$ cat config.mk
export PLATFORM = sky130hd
export DESIGN_NAME = fir_ap_sequencer_flat
export DESIGN_NICKNAME = d
export VERILOG_FILES = /design/src/rtl/fir_ctrl_pkg.sv /design/src/rtl/fir_ap_sequencer_if.sv /design/src/rtl/fir_tap_port_mux.sv /design/src/rtl/fir_ap_sequencer.sv /design/src/flat_wrapper.sv
export SDC_FILE = /design/constraint.sdc
export NUM_CORES = 1
export LEC_CHECK = 0
export BUFFER_PORTS_ARGS = -buffer_cell sky130_fd_sc_hd__buf_2
export CELL_PAD_IN_SITES_DETAIL_PLACEMENT = 1
export CELL_PAD_IN_SITES_GLOBAL_PLACEMENT = 1
export CORE_MARGIN = 2
export CORE_UTILIZATION = 25
export CTS_CLUSTER_DIAMETER = 80
export DETAILED_ROUTE_END_ITERATION = 8
export GPL_TIMING_DRIVEN = 0
export PLACE_DENSITY_LB_ADDON = 0.1
export SLEW_MARGIN = 10
export SYNTH_ARGS = -nofsm -noshare
export SYNTH_HDL_FRONTEND = slang
export SYNTH_SLANG_ARGS = --single-unit
$ cat constraint.sdc
create_clock -name axis_clk -period 4.15 [get_ports axis_clk]
set_input_delay 0.6225 -clock axis_clk [delete_from_list [all_inputs] [get_ports axis_clk]]
set_output_delay 0.6225 -clock axis_clk [all_outputs]
set_load 0.05 [all_outputs]
$ cat src/rtl/fir_ctrl_pkg.sv
// Shared constants, state encoding and status helpers for the FIR control front-end.
package fir_ctrl_pkg;

    localparam int unsigned ADDR_AP_CTRL  = 'h000;
    localparam int unsigned ADDR_DATA_LEN = 'h010;
    localparam int unsigned ADDR_TAP_BASE = 'h080;

    localparam int STAT_START = 0;
    localparam int STAT_DONE  = 1;
    localparam int STAT_IDLE  = 2;

    typedef enum logic [1:0] {
        ST_IDLE  = 2'd0,
        ST_START = 2'd1,
        ST_BUSY  = 2'd2,
        ST_DONE  = 2'd3
    } ap_state_e;

    // Host-visible {ap_idle, ap_done, ap_start}; the engine is idle again once it reports done.
    function automatic logic [2:0] status_bits(input ap_state_e s);
        logic [2:0] b;
        b             = '0;
        b[STAT_START] = (s == ST_START);
        b[STAT_DONE]  = (s == ST_DONE);
        b[STAT_IDLE]  = (s == ST_IDLE) || (s == ST_DONE);
        return b;
    endfunction

endpackage

$ cat src/rtl/fir_ap_sequencer_if.sv
// AXI-Lite write/read channels (no B channel) between the host and the FIR control front-end.
interface fir_ap_sequencer_if #(
    parameter int pADDR_WIDTH = 12,
    parameter int pDATA_WIDTH = 32
);
    logic                   awvalid;
    logic                   awready;
    logic [pADDR_WIDTH-1:0] awaddr;
    logic                   wvalid;
    logic                   wready;
    logic [pDATA_WIDTH-1:0] wdata;
    logic                   arvalid;
    logic                   arready;
    logic [pADDR_WIDTH-1:0] araddr;
    logic                   rvalid;
    logic                   rready;
    logic [pDATA_WIDTH-1:0] rdata;

    modport master (
        output awvalid, awaddr, wvalid, wdata, arvalid, araddr, rready,
        input  awready, wready, arready, rvalid, rdata
    );

    modport slave (
        input  awvalid, awaddr, wvalid, wdata, arvalid, araddr, rready,
        output awready, wready, arready, rvalid, rdata
    );
endinterface

$ cat src/rtl/fir_tap_port_mux.sv
// Selects who drives the single-port tap RAM: the engine during a run, the host otherwise.
module fir_tap_port_mux #(
    parameter int pADDR_WIDTH = 12,
    parameter int pDATA_WIDTH = 32
) (
    input  logic                   eng_own,
    input  logic [pADDR_WIDTH-1:0] eng_tap_addr,
    input  logic [pADDR_WIDTH-1:0] host_addr,
    input  logic                   host_tap_we,
    input  logic [pDATA_WIDTH-1:0] host_wdata,
    output logic                   tap_EN,
    output logic [3:0]             tap_WE,
    output logic [pADDR_WIDTH-1:0] tap_A,
    output logic [pDATA_WIDTH-1:0] tap_Di
);
    always_comb begin
        tap_EN = 1'b1;
        tap_WE = (!eng_own && host_tap_we) ? 4'hF : 4'h0;
        tap_A  = eng_own ? eng_tap_addr : host_addr;
        tap_Di = host_wdata;
    end
endmodule

$ cat src/rtl/fir_ap_sequencer.sv
// AXI-Lite control front-end and run sequencer for the FIR engine: ap_ctrl status,
// data_length register, engine launch and tap RAM arbitration.
module fir_ap_sequencer
    import fir_ctrl_pkg::*;
#(
    parameter int pADDR_WIDTH = 12,
    parameter int pDATA_WIDTH = 32,
    parameter int Tape_Num    = 11
) (
    input  logic                   axis_clk,
    input  logic                   axis_rst_n,
    fir_ap_sequencer_if.slave      axil,
    output logic                   eng_start,
    input  logic                   eng_done,
    input  logic [pADDR_WIDTH-1:0] eng_tap_addr,
    output logic [pDATA_WIDTH-1:0] data_length,
    output logic                   tap_EN,
    output logic [3:0]             tap_WE,
    output logic [pADDR_WIDTH-1:0] tap_A,
    output logic [pDATA_WIDTH-1:0] tap_Di,
    input  logic [pDATA_WIDTH-1:0] tap_Do
);
    localparam logic [pADDR_WIDTH-1:0] A_CTRL   = pADDR_WIDTH'(ADDR_AP_CTRL);
    localparam logic [pADDR_WIDTH-1:0] A_LEN    = pADDR_WIDTH'(ADDR_DATA_LEN);
    localparam logic [pADDR_WIDTH-1:0] A_TAP_LO = pADDR_WIDTH'(ADDR_TAP_BASE);
    localparam logic [pADDR_WIDTH-1:0] A_TAP_HI = pADDR_WIDTH'(ADDR_TAP_BASE + 4 * (Tape_Num - 1));

    function automatic logic is_tap(input logic [pADDR_WIDTH-1:0] a);
        return (a >= A_TAP_LO) && (a <= A_TAP_HI);
    endfunction

    ap_state_e              state_q, state_d;
    logic                   host_own;
    logic                   wr_fire, rd_fire, rd_done, start_req;
    logic                   rvalid_q, rd_ram_q, rd_clr_q;
    logic [pDATA_WIDTH-1:0] rdata_q, data_len_q, rd_value;
    logic                   rd_from_ram, rd_clears;

    assign host_own  = (state_q == ST_IDLE) || (state_q == ST_DONE);
    assign wr_fire   = axil.awvalid && axil.wvalid;
    assign rd_fire   = axil.arvalid && axil.arready;
    assign rd_done   = rvalid_q && axil.rready;
    assign start_req = wr_fire && (axil.awaddr == A_CTRL) && axil.wdata[0] && host_own;

    assign axil.awready = wr_fire;
    assign axil.wready  = wr_fire;
    assign axil.arready = !rvalid_q && !wr_fire;
    assign axil.rvalid  = rvalid_q;
    // A tap read returns RAM data live in its first valid cycle, then the captured copy.
    assign axil.rdata   = rd_ram_q ? tap_Do : rdata_q;
    assign data_length  = data_len_q;

    always_ff @(posedge axis_clk or negedge axis_rst_n) begin
        if (!axis_rst_n) state_q <= ST_IDLE;
        else             state_q <= state_d;
    end

    // NOTE: every always_comb output gets a default first so no path can infer a latch.
    always_comb begin
        state_d   = state_q;
        eng_start = 1'b0;
        case (state_q)
            ST_IDLE:  if (start_req) state_d = ST_START;
            ST_START: begin
                eng_start = 1'b1;
                state_d   = ST_BUSY;
            end
            ST_BUSY:  if (eng_done) state_d = ST_DONE;
            ST_DONE: begin
                if (start_req)               state_d = ST_START;
                else if (rd_done && rd_clr_q) state_d = ST_IDLE;
            end
            default:  state_d = ST_IDLE;
        endcase
    end

    // Read decode; the status snapshot is taken at accept so a coincident eng_done is not seen.
    always_comb begin
        rd_value    = '0;
        rd_from_ram = 1'b0;
        rd_clears   = (axil.araddr == A_CTRL) && (state_q == ST_DONE);
        if (axil.araddr == A_CTRL) begin
            rd_value = {{(pDATA_WIDTH-3){1'b0}}, status_bits(state_q)};
        end else if (axil.araddr == A_LEN) begin
            rd_value = data_len_q;
        end else if (is_tap(axil.araddr)) begin
            rd_from_ram = host_own;
            rd_value    = host_own ? '0 : '1;
        end
    end

    always_ff @(posedge axis_clk or negedge axis_rst_n) begin
        if (!axis_rst_n) begin
            rvalid_q   <= 1'b0;
            rd_ram_q   <= 1'b0;
            rd_clr_q   <= 1'b0;
            rdata_q    <= '0;
            data_len_q <= '0;
        end else begin
            if (wr_fire && (axil.awaddr == A_LEN) && host_own) data_len_q <= axil.wdata;
            if (rd_fire) begin
                rvalid_q <= 1'b1;
                rd_ram_q <= rd_from_ram;
                rd_clr_q <= rd_clears;
                rdata_q  <= rd_value;
            end else begin
                if (rd_ram_q) begin
                    rdata_q  <= tap_Do;
                    rd_ram_q <= 1'b0;
                end
                if (rd_done) rvalid_q <= 1'b0;
            end
        end
    end

    fir_tap_port_mux #(
        .pADDR_WIDTH (pADDR_WIDTH),
        .pDATA_WIDTH (pDATA_WIDTH)
    ) u_tap_mux (
        .eng_own      (!host_own),
        .eng_tap_addr (eng_tap_addr),
        .host_addr    (wr_fire ? axil.awaddr : axil.araddr),
        .host_tap_we  (wr_fire && is_tap(axil.awaddr)),
        .host_wdata   (axil.wdata),
        .tap_EN       (tap_EN),
        .tap_WE       (tap_WE),
        .tap_A        (tap_A),
        .tap_Di       (tap_Di)
    );
endmodule
$ cat src/flat_wrapper.sv
// flat-port wrapper written by rule: the top's interface ports become plain ports
module fir_ap_sequencer_flat import fir_ctrl_pkg::*;
#(
    parameter int pADDR_WIDTH = 12,
    parameter int pDATA_WIDTH = 32,
    parameter int Tape_Num    = 11
)
  (axis_clk, axis_rst_n, eng_start, eng_done, eng_tap_addr, data_length, tap_EN, tap_WE, tap_A, tap_Di, tap_Do, axil_awvalid, axil_awaddr, axil_wvalid, axil_wdata, axil_arvalid, axil_araddr, axil_rready, axil_awready, axil_wready, axil_arready, axil_rvalid, axil_rdata);
  fir_ap_sequencer_if #(.pADDR_WIDTH(pADDR_WIDTH), .pDATA_WIDTH(pDATA_WIDTH)) axil_i ();
  input  logic axis_clk;
  input  logic axis_rst_n;
  output logic eng_start;
  input  logic eng_done;
  input  logic [pADDR_WIDTH-1:0] eng_tap_addr;
  output logic [pDATA_WIDTH-1:0] data_length;
  output logic tap_EN;
  output logic [3:0] tap_WE;
  output logic [pADDR_WIDTH-1:0] tap_A;
  output logic [pDATA_WIDTH-1:0] tap_Di;
  input  logic [pDATA_WIDTH-1:0] tap_Do;
  input wire logic [$bits(axil_i.awvalid)-1:0] axil_awvalid;
  input wire logic [$bits(axil_i.awaddr)-1:0] axil_awaddr;
  input wire logic [$bits(axil_i.wvalid)-1:0] axil_wvalid;
  input wire logic [$bits(axil_i.wdata)-1:0] axil_wdata;
  input wire logic [$bits(axil_i.arvalid)-1:0] axil_arvalid;
  input wire logic [$bits(axil_i.araddr)-1:0] axil_araddr;
  input wire logic [$bits(axil_i.rready)-1:0] axil_rready;
  output wire logic [$bits(axil_i.awready)-1:0] axil_awready;
  output wire logic [$bits(axil_i.wready)-1:0] axil_wready;
  output wire logic [$bits(axil_i.arready)-1:0] axil_arready;
  output wire logic [$bits(axil_i.rvalid)-1:0] axil_rvalid;
  output wire logic [$bits(axil_i.rdata)-1:0] axil_rdata;
  assign axil_i.awvalid = axil_awvalid;
  assign axil_i.awaddr = axil_awaddr;
  assign axil_i.wvalid = axil_wvalid;
  assign axil_i.wdata = axil_wdata;
  assign axil_i.arvalid = axil_arvalid;
  assign axil_i.araddr = axil_araddr;
  assign axil_i.rready = axil_rready;
  assign axil_awready = axil_i.awready;
  assign axil_wready = axil_i.wready;
  assign axil_arready = axil_i.arready;
  assign axil_rvalid = axil_i.rvalid;
  assign axil_rdata = axil_i.rdata;
  fir_ap_sequencer #(.pADDR_WIDTH(pADDR_WIDTH), .pDATA_WIDTH(pDATA_WIDTH), .Tape_Num(Tape_Num)) u_core (.axis_clk(axis_clk), .axis_rst_n(axis_rst_n), .axil(axil_i), .eng_start(eng_start), .eng_done(eng_done), .eng_tap_addr(eng_tap_addr), .data_length(data_length), .tap_EN(tap_EN), .tap_WE(tap_WE), .tap_A(tap_A), .tap_Di(tap_Di), .tap_Do(tap_Do));
endmodule
==> metrics <==
Synth Area per Inst 10.5 um^2; nature of the critical path endpoint output pin; post-synthesis adder-cell area fraction 1.54%; RR Endpoint u_core.state_q[1]; Final setup viols 0; cts-stage hold buffer count 0; diodes inserted 0; Mapped Nets 499; root buffer cell clkbuf_16; I/O pin cnt 225; Worst Clk Skew 0.00356 ns; die width 131 um; vias post-DR 3711; hold crit path type primary input to async pin; CTS tree yes; Max Slew Vio Count 0; Pint 0.00148 W; maxcap violations 0; drt drc 0; Final Hold Viols 0; Max VDD drop 0.000430 V; Final Critical Period 3.05 ns; worst slew pin tran 0.733 ns; initial antenna violation count 0; Yosys top cell area share 42.6%; IO Port Bufs 223; Psw 0.00107 W; Yosys top cell by area dfrtp_1; Post-CTS Setup Bufs 0; Net Sw Frac 42.1%; Die ar. 17200 um^2; fraction of power consumed by sequential logic 28.1%; Setup TNS 0 ns; core area 15900 um^2; first-pass GRT wire length 22.0 mm; R2R Setup Slk 1.77 ns; area delta synth->final 42.5%; Post-Syn Area 4050 um^2; Leak Pwr 3.21 nW; GRT Util Overall 16.4%; post-synth cell types 38; main combinational cell family by area after synthesis multiplexers; Fillers 1919; vias in the first global route 3925; drt wl/cell 16.6 um; Final Wtd Congestion 0.721; commonest non-fill, non-tap cell in the layout buf_2; power per cell area 441 nW/um^2; largest net degree at the start of global routing 39; CTS sink cnt 69; post-CTS sizing 0; mux contribution to synthesized area 24.1%; DIE HEIGHT 131 um; Compound-Gate Fraction of Synth Area 11.6%; Logic pwr share 40.2%; post-synthesis sequential area ratio 42.6%; First DRT Iteration DRCs 84; Data required, critical path 3.53 ns; clock power share 31.7%; DR pass1 iterations 4; Final period util 73.6%; drt total wl 14.0 mm; critical path, cell by cell inv_1 -> ha_1 -> clkbuf_8 -> nor4_4 -> and3_2 -> buf_4 -> buf_2; status complete, no violations; relative slew slack 51.1%; Final HPWL DP 10.9 mm; Startpoint Class flip-flop; XOR/XNOR share of the synthesized area 0%; Worst EP arrival 2.43 ns; DRT antenna net count 0; YS warnings 0; FMAX 327 MHz; clk_lat worst skew 0.34 ns; Worst R2R Start u_core.state_q[0]; simple-gate portion of the synthesized area 9.55%; Reg clk slew, reported paths 0.06 ns; Synth Register Bits 69; CTS Buf Count 9; final net count 734; htree depth 3; Rows 46; commonest cells after routing, fill and taps aside buf_2 (222), dfrtp_1 (69), o21ai_0 (48); Mapped Cells 387; DR vias/cell 4.40; Tot Pwr 0.00255 W; share of cells above drive strength 1 56.3%; unrepaired setup endpoints after global routing no; cells taking the most area after synthesis dfrtp_1 (43%), mux2_4 (11%), mux2_2 (9.7%), buf_4 (6.9%), o21ai_0 (5.9%); Slowest-stage cell, CP dfrtp_1; R2R depth 7; Worst path max stage delay 0.42 ns; crit path kind flip-flop to output pin; initial core utilization 25.5%; CTS max path bufs 2; GRT overflow 0; worst-path maximum fanout 10
## Yosys cell counts
library cell   n
or4_4          1
nand4_4        1
nor2_1         5
nor4b_1        1
nand2_2        1
nand3_1        1
buf_4         37
mux2i_1       13
a21oi_1       35
nor3_1         7
and3_2         1
buf_1          4
and3_1         1
a211oi_1       2
inv_1          6
nand2b_1       1
nor4_4         1
a21o_1         1
o22ai_1        1
ha_1           5
nor4_1         1
a31oi_1        1
o21ai_0       48
o31a_1         1
mux2_4        30
o21ba_2        1
dfrtp_1       69
and4_1         1
mux2_2        35
and4_2         1
and4b_1        1
conb_1         1
buf_6          3
nand2_1       46
nor2b_1        3
and2_1         2
clkbuf_8       1
clkbuf_1      17
## critical path: cells and delay by family (launching register included)
kind | cells | cell delay [ns]
AND/OR/NAND/NOR | 2 | 0.66
adder cells (fa/ha/maj) | 1 | 0.34
flip-flops | 1 | 0.42
buffers and inverters | 4 | 0.67
## logic make-up after synthesis
| group | count (synthesis) |
|---|---|
| AO/OA/AOI/OAI | 90 |
| multiplexers | 78 |
| AND/OR/NAND/NOR | 76 |
| flip-flops | 69 |
| buffers and inverters | 68 |
| adder cells (fa/ha/maj) | 5 |
| other | 1 |
## power groups by stage
stage / clock [W] / sequential (W) / combinational, W
after floorplan: 0 / 0.000729 / 0.000750
after global placement: 0 / 0.000724 / 0.00101
after detailed placement: 0 / 0.000727 / 0.00104
after CTS: 0.000832 / 0.000715 / 0.00104
after global routing: 0.000865 / 0.000718 / 0.00109
final: 0.000808 / 0.000716 / 0.00102
## through the flow
step / utilization [%] / cells / hold slack (ns) / setup WS (ns) / area (um^2)
floorplan: - / 387 / 0.327 / 1.09 / 4050
global placement: 34.2 / 826 / 0.502 / 1.33 / 5440
detailed placement: 34.4 / 827 / 0.527 / 1.33 / 5460
CTS: 36.3 / 843 / 0.229 / 1.07 / 5770
global route: 36.3 / 843 / 0.238 / 0.977 / 5770
finish: 36.3 / 843 / 0.216 / 1.10 / 5770
## final cells by class
cell class                      count  area (um^2)  area share [%]
Sequential cell                    69         1730            29.9
Buffer                             62          404            7.00
Clock inverter                      5         58.8            1.02
Tap cell                          216          270            4.68
Multi-Input combinational cell    250         1900            32.9
Inverter                            6         22.5           0.390
Clock buffer                       11          253            4.38
Timing Repair Buffer              224         1140            19.7
## worst max path at each step
stage,from,endpoint,depth (start not counted)
detailed placement,axil_awaddr[8],tap_WE[3],6
floorplan,axil_awvalid,tap_A[10],4
global route,u_core.state_q[1],tap_WE[3],7
global placement,axil_awaddr[8],tap_WE[1],6
finish,u_core.state_q[0],tap_WE[3],7
CTS,u_core.state_q[0],tap_WE[3],7
## flip-flops by register name, summed over array words and instances (netlist names)
signal              cells
u_core.data_length     32
u_core.axil.rvalid      1
u_core.rd_clr_q         1
u_core.rd_ram_q         1
u_core.state_q          2
u_core.rdata_q         32
## routing by layer
metal	wire length [um]	track usage (%)	up-vias
met5	0	0	-
met4	163	5.19	0
met3	1070	6.21	12
met2	6540	26.3	151
met1	6250	20.5	1765
li1	-	-	1783
Note: power is estimated with default switching activity, not from simulation.
